<file path="config.mk">
export PLATFORM = sky130hd
export DESIGN_NAME = izigzag_stream_deal
export DESIGN_NICKNAME = d
export VERILOG_FILES = /design/src/rtl/izigzag_pkg.sv /design/src/rtl/izigzag_bank.sv /design/src/rtl/izigzag_stream_deal.sv
export SDC_FILE = /design/constraint.sdc
export NUM_CORES = 2
export LEC_CHECK = 0
export BUFFER_PORTS_ARGS = -buffer_cell sky130_fd_sc_hd__buf_4
export CAP_MARGIN = 20
export CORE_UTILIZATION = 62
export DETAILED_ROUTE_END_ITERATION = 16
export PLACE_DENSITY = 0.79
export REMOVE_ABC_BUFFERS = 1
export SETUP_SLACK_MARGIN = 0.5
export SYNTH_ARGS = -nofsm -noshare
export SYNTH_HDL_FRONTEND = slang
export SYNTH_SLANG_ARGS = --single-unit
</file>
<file path="constraint.sdc">
create_clock -name clock -period 5.85 [get_ports clock]
set_input_delay 0.585 -clock clock [delete_from_list [all_inputs] [get_ports clock]]
set_output_delay 0.585 -clock clock [all_outputs]
set_load 0.05 [all_outputs]
</file>
<file path="src/rtl/izigzag_pkg.sv">
// Shared types and the JPEG zigzag-to-raster map for the inverse-zigzag distributor.
// Pure constants and types, no timing or flow control of its own.
package izigzag_pkg;

  typedef enum logic [1:0] {
    EMPTY   = 2'd0,
    FILLING = 2'd1,
    FULL    = 2'd2
  } bank_state_t;

  typedef enum logic [1:0] {
    RUN = 2'd0,
    PAD = 2'd1,
    EOS = 2'd2
  } wr_state_t;

  // Entry k is the raster position of the k-th coefficient in zigzag scan.
  localparam logic [5:0] ZZ_TO_RASTER [64] = '{
     0,  1,  8, 16,  9,  2,  3, 10,
    17, 24, 32, 25, 18, 11,  4,  5,
    12, 19, 26, 33, 40, 48, 41, 34,
    27, 20, 13,  6,  7, 14, 21, 28,
    35, 42, 49, 56, 57, 50, 43, 36,
    29, 22, 15, 23, 30, 37, 44, 51,
    58, 59, 52, 45, 38, 31, 39, 46,
    53, 60, 61, 54, 47, 55, 62, 63
  };

  function automatic logic [5:0] wr_addr(input logic zz, input logic [5:0] idx);
    return zz ? ZZ_TO_RASTER[idx] : idx;
  endfunction

endpackage

</file>
<file path="src/rtl/izigzag_bank.sv">
// Two 64-entry coefficient banks: one synchronous write port, CH combinational read ports.
// Reads are zero-latency; no flow control here, the top gates every access.
module izigzag_bank #(
  parameter int W  = 16,
  parameter int CH = 8
) (
  input  logic            clock,
  input  logic            we,
  input  logic            wbank,
  input  logic [5:0]      waddr,
  input  logic [W-1:0]    wdata,
  input  logic            rbank,
  input  logic [CH*6-1:0] raddr,
  output logic [CH*W-1:0] rdata
);

  logic [W-1:0] mem [2][64];

  always_ff @(posedge clock) begin
    if (we) mem[wbank][waddr] <= wdata;
  end

  always_comb begin
    rdata = '0;
    for (int c = 0; c < CH; c++) begin
      rdata[c*W +: W] = mem[rbank][raddr[c*6 +: 6]];
    end
  end

endmodule

</file>
<file path="src/rtl/izigzag_stream_deal.sv">
// Inverse-zigzag dealer: one zigzag/raster stream in, CH raster streams out via ping-pong banks.
// Output valid one cycle after a block's 64th accept; ruS_b holds while the write bank is FULL or in PAD/EOS.
module izigzag_stream_deal
  import izigzag_pkg::*;
#(
  parameter int W       = 16,
  parameter int CH      = 8,
  parameter int MODE_ZZ = 1
) (
  input  logic            clock,
  input  logic            reset,
  input  logic [W-1:0]    ruS_d,
  input  logic            ruS_e,
  input  logic            ruS_v,
  output logic            ruS_b,
  output logic [CH*W-1:0] chu_d,
  output logic [CH-1:0]   chu_e,
  output logic [CH-1:0]   chu_v,
  input  logic [CH-1:0]   chu_b
);

  localparam int JN = 64 / CH;
  localparam int JW = $clog2(JN);

  generate
    if (CH != 1 && CH != 2 && CH != 4 && CH != 8) begin : g_bad_ch
      $error("izigzag_stream_deal: CH must be 1, 2, 4 or 8");
    end
  endgenerate

  bank_state_t bank_st [2];
  wr_state_t   wst;
  logic        wb;
  logic        rb;
  logic [5:0]  wcnt;
  logic [JW-1:0] jc [CH];
  logic [CH-1:0] done;
  logic [CH-1:0] eos_tok;
  logic          eos_out;

  logic            accept;
  logic            wr_pad;
  logic            we;
  logic            last;
  logic [5:0]      waddr;
  logic [W-1:0]    wdata;
  logic            rd_act;
  logic            drain_done;
  logic [CH-1:0]   data_v;
  logic [CH-1:0]   j_last;
  logic [CH-1:0]   fin;
  logic [CH*6-1:0] raddr;
  logic [CH*W-1:0] rdata;

  // Write side
  always_comb begin
    ruS_b  = reset || (bank_st[wb] == FULL) || (wst != RUN);
    accept = ruS_v && !ruS_b;
    wr_pad = (wst == PAD);
    we     = (accept && !ruS_e) || wr_pad;
    last   = (wcnt == 6'd63);
    waddr  = wr_addr(MODE_ZZ != 0, wcnt);
    wdata  = wr_pad ? '0 : ruS_d;
  end

  // Read side: channel c walks raster indices c, c+CH, c+2*CH, ...
  always_comb begin
    rd_act = (bank_st[rb] == FULL);
    data_v = '0;
    j_last = '0;
    fin    = '0;
    raddr  = '0;
    for (int c = 0; c < CH; c++) begin
      data_v[c] = rd_act && !done[c];
      j_last[c] = (jc[c] == JW'(JN - 1));
      fin[c]    = done[c] || (data_v[c] && !chu_b[c] && j_last[c]);
      raddr[c*6 +: 6] = 6'((int'(jc[c]) * CH) + c);
    end
    drain_done = rd_act && (&fin);
  end

  izigzag_bank #(.W(W), .CH(CH)) u_bank (
    .clock (clock),
    .we    (we),
    .wbank (wb),
    .waddr (waddr),
    .wdata (wdata),
    .rbank (rb),
    .raddr (raddr),
    .rdata (rdata)
  );

  always_comb begin
    chu_v = data_v | eos_tok;
    chu_e = eos_tok;
    chu_d = '0;
    for (int c = 0; c < CH; c++) begin
      if (data_v[c]) chu_d[c*W +: W] = rdata[c*W +: W];
    end
  end

  always_ff @(posedge clock) begin
    if (reset) begin
      bank_st[0] <= EMPTY;
      bank_st[1] <= EMPTY;
      wst        <= RUN;
      wb         <= 1'b0;
      rb         <= 1'b0;
      wcnt       <= '0;
      done       <= '0;
      eos_tok    <= '0;
      eos_out    <= 1'b0;
      for (int c = 0; c < CH; c++) jc[c] <= '0;
    end else begin
      // rb is FULL and wb is not FULL when both update, so they never hit the same bank.
      if (drain_done) begin
        bank_st[rb] <= EMPTY;
        rb          <= ~rb;
        done        <= '0;
        for (int c = 0; c < CH; c++) jc[c] <= '0;
      end else begin
        for (int c = 0; c < CH; c++) begin
          if (data_v[c] && !chu_b[c]) begin
            if (j_last[c]) done[c] <= 1'b1;
            else           jc[c]   <= jc[c] + 1'b1;
          end
        end
      end

      if (we) begin
        if (last) begin
          bank_st[wb] <= FULL;
          wb          <= ~wb;
          wcnt        <= '0;
          if (wr_pad) wst <= EOS;
        end else begin
          bank_st[wb] <= FILLING;
          wcnt        <= wcnt + 6'd1;
        end
      end

      if (wst == RUN && accept && ruS_e) begin
        wst <= (wcnt != 6'd0) ? PAD : EOS;
      end

      if (wst == EOS) begin
        if (!eos_out) begin
          if (bank_st[0] == EMPTY && bank_st[1] == EMPTY) begin
            eos_out <= 1'b1;
            eos_tok <= '1;
          end
        end else begin
          eos_tok <= eos_tok & chu_b;
          if ((eos_tok & chu_b) == '0) begin
            eos_out <= 1'b0;
            wst     <= RUN;
          end
        end
      end
    end
  end

endmodule

</file>
==> run metrics <==
clk root buf=clkbuf_16; post-route ant nets=0; Pleak=28.8 nW; most common flop cell mapped by yosys=edfxtp_1; Top Family by Delay on Critical Path=simple AND/OR/NAND/NOR gates; Worst-Margin Slew=1250 ps; final setup fails=0; Pint=24.0 mW; CTS H-Tree Depth=4; dpl cells=5481; crit path kind=reg -> reg; Die ar.=134000 µm²; RSZ-0062 raised after global routing=false; Mapped Cells=3575; crit-path cells=inv_1, ha_1, mux2_1, o32ai_1, a211o_2, nand2_1, nor3_2, buf_4; CP Data Required Time=6390 ps; Non-Filler Instances=5839; VDD IR-drop max=0.330 mV; worst r2r dst=u_bank.mem[1][734]; crit path max fanout=33; CTS Buf Count=195; Std-Cell Rows=133; hold_sp=chu_b[6]; pwr/cell area=325 nW/µm²; Synth cell types=71; routability congestion estimate=0.903; WL per Instance=34.2 µm; Crit path arrival time=5340 ps; min cycle time layout=4800 ps; startpoint types=flip-flop; Crit. End Element=flip-flop; Setup Skew=26.6 ps; drt pass-1 iters=5; Psw=6.31 mW; netlist area before placement=82200 µm²; largest net degree at the start of global routing=89; slowest cell on the critical path=dfxtp_1; Worst Hold End=chu_e[6]; Reg2Reg Setup Slack=1050 ps; Die H=366 µm; global route overflow=0; # port buffers=172; Hold WS=101 ps; Post-CTS Setup Repair Bufs=0; WL final=200000 µm; clock share of power=0.413; Reg power frac=0.549; number of nets in the layout=3984; period utilization=0.821; Worst slew margin=0.168; io pins=173; CTS Sinks=2105; Critical Path Max Stage Delay=1030 ps; min-delay worst type=in -> reg; vias in the first global route=41000; synth warn=0; post-synthesis sequential area ratio=0.765; initial antenna violation count=13; Post-DP HPWL=110000 µm; vias per cell=6.94; Reg2Reg Depth=8; DRC viols=0; Clock transition at path regs=60 ps; first-pass GRT wire length=289000 µm; Hold Violations, Final=0; GRT Util Overall=0.303; max-slew violations=0; Chip Width=366 µm; Sw Share=0.208; worst skew pair latency=840 ps; status=finished, final reports clean; CTS Buffer Depth=3; Layout area overhead=13.5%; CP bufs+invs=2; 1st-iter DRT viols=6301; Logic pwr share=0.039; CTS tree=yes; number of synthesized flops with an enable pin=2073; MaxCap Viol Count=0; flops & latches, synth=2105; CTS Hold Bufs=0; core area=131000 µm²; ratio of cells with drive above 1 in the final layout=0.353; Mapped Avg Cell Area=23.0 µm²; Starting Density=0.625; DR vias=40500; critical register-to-register path startpoint=wcnt[2]; FMAX=208 MHz; Resize count post-CTS=0; ys async rst share=0; hold path cells=3
## logic make-up after synthesis
logic type / Yosys count / synth area share
DFF: 2105 / 0.765
AOI/OAI and AO/OA: 97 / 0.00822
muxes: 649 / 0.177
and+or+nand+nor: 469 / 0.0332
buffers and inverters: 221 / 0.0117
xor gates and xnor gates: 3 / 0.000320
adders and majority gates: 31 / 0.00472
## worst max path at each step
stage	from	to	slack, ps	cells after the start
final	wcnt[2]	u_bank.mem[1][734]	1050	8
after global routing	wcnt[2]	u_bank.mem[0][722]	860	8
after CTS	wcnt[2]	u_bank.mem[1][238]	1150	7
after detailed placement	wcnt[2]	u_bank.mem[1][238]	1230	7
after global placement	wcnt[2]	u_bank.mem[0][731]	1360	8
after floorplan	flip-flop	chu_d[16]	-17700	4
## worst min-delay path: cells and delay by family
kind	cells	cell delay, ps
AOI/OAI and AO/OA	2	190
buffers and inverters	1	110
## per-stage QoR
step | power [mW] | setup TNS (ps) | instance area [µm²] | setup WS, ps | utilization
floorplan | 17.7 | -3391190 | 81300 | -17700 | -
global placement | 18.1 | 0 | 87000 | 1360 | 0.662
detailed placement | 18.1 | 0 | 87000 | 1230 | 0.662
CTS | 30.4 | 0 | 93200 | 1150 | 0.709
global route | 31.0 | 0 | 93200 | 857 | 0.709
finish | 30.3 | 0 | 93300 | 1050 | 0.709
## layout by cell type, fill, tap and decap left out, types with 6 or more instances in the layout
| master | n |
|---|---|
| and3_1 | 45 |
| and2_4 | 16 |
| clkinvlp_4 | 6 |
| buf_4 | 353 |
| nand2b_1 | 32 |
| bufinv_16 | 18 |
| nor4_2 | 8 |
| ha_1 | 31 |
| nand4_1 | 7 |
| o21ai_0 | 14 |
| mux4_2 | 640 |
| a21oi_1 | 29 |
| nor3_2 | 111 |
| nand3_1 | 14 |
| clkbuf_1 | 47 |
| buf_12 | 6 |
| nor2b_1 | 74 |
| clkbuf_16 | 199 |
| clkinv_1 | 34 |
| edfxtp_1 | 2073 |
| mux2i_1 | 6 |
| clkinv_2 | 36 |
| and2_1 | 36 |
| nor3_1 | 15 |
| nor2_1 | 35 |
| nor3b_1 | 9 |
| dfxtp_1 | 30 |
| o211ai_1 | 6 |
| inv_1 | 12 |
| nand2_1 | 16 |
| nor4_4 | 8 |
| or3_1 | 9 |
## power groups by stage
stage | clock (mW) | sequential (mW) | combinational [mW]
6_report | 12.5 | 16.6 | 1.17
5_1_grt | 13.2 | 16.6 | 1.21
4_1_cts | 12.6 | 16.6 | 1.16
3_5_place_dp | 0 | 17.0 | 1.15
3_3_place_gp | 0 | 17.0 | 1.12
2_1_floorplan | 0 | 17.0 | 0.620
## state kept, by name, summed over array words and instances, names as in the netlist, named ones only
register	cells
u_bank.mem	2048
jc	24
chu_e	8
done	8
wcnt	6
bank_st	4
wst	2
eos_out	1
rb	1
wb	1
## per-layer routing
metal / up-vias / GRT usage / share of wire
met5: - / 0 / 0.00049
met4: 18 / 0.0929 / 0.030
met3: 395 / 0.0742 / 0.11
met2: 2815 / 0.475 / 0.49
met1: 21400 / 0.431 / 0.37
li1: 15900 / - / -
## synth_stat cells (9+ instances only)
cell type,number,share of area
nor2_1,37,0.0017
nor2b_1,74,0.0056
nor3b_1,9,0.00082
dfxtp_1,32,0.0078
o21ai_0,14,0.00085
nand2b_1,33,0.0025
nand2_1,18,0.00082
a21oi_1,29,0.0018
nand3_1,14,0.00085
buf_2,72,0.0044
and2_1,52,0.0040
mux4_2,640,0.18
buf_1,23,0.0011
and3_1,45,0.0034
clkbuf_1,104,0.0048
nor4_1,12,0.00091
or3_1,9,0.00069
inv_1,12,0.00055
nor3_1,127,0.0077
edfxtp_1,2073,0.76
ha_1,31,0.0047
## cell type report
| class | instances | area (µm²) |
|---|---|---|
| diodes | 3 | 7.51 |
| inverters | 13 | 48.8 |
| fillers | 7227 | 38200 |
| clock buffers | 249 | 5200 |
| well taps | 1755 | 2200 |
| multi-input cells | 1249 | 19100 |
| flip-flops and latches | 2105 | 62900 |
| clock inverters | 104 | 1020 |
| repair buffers | 361 | 2790 |
Power figures use the tool's default switching activity.
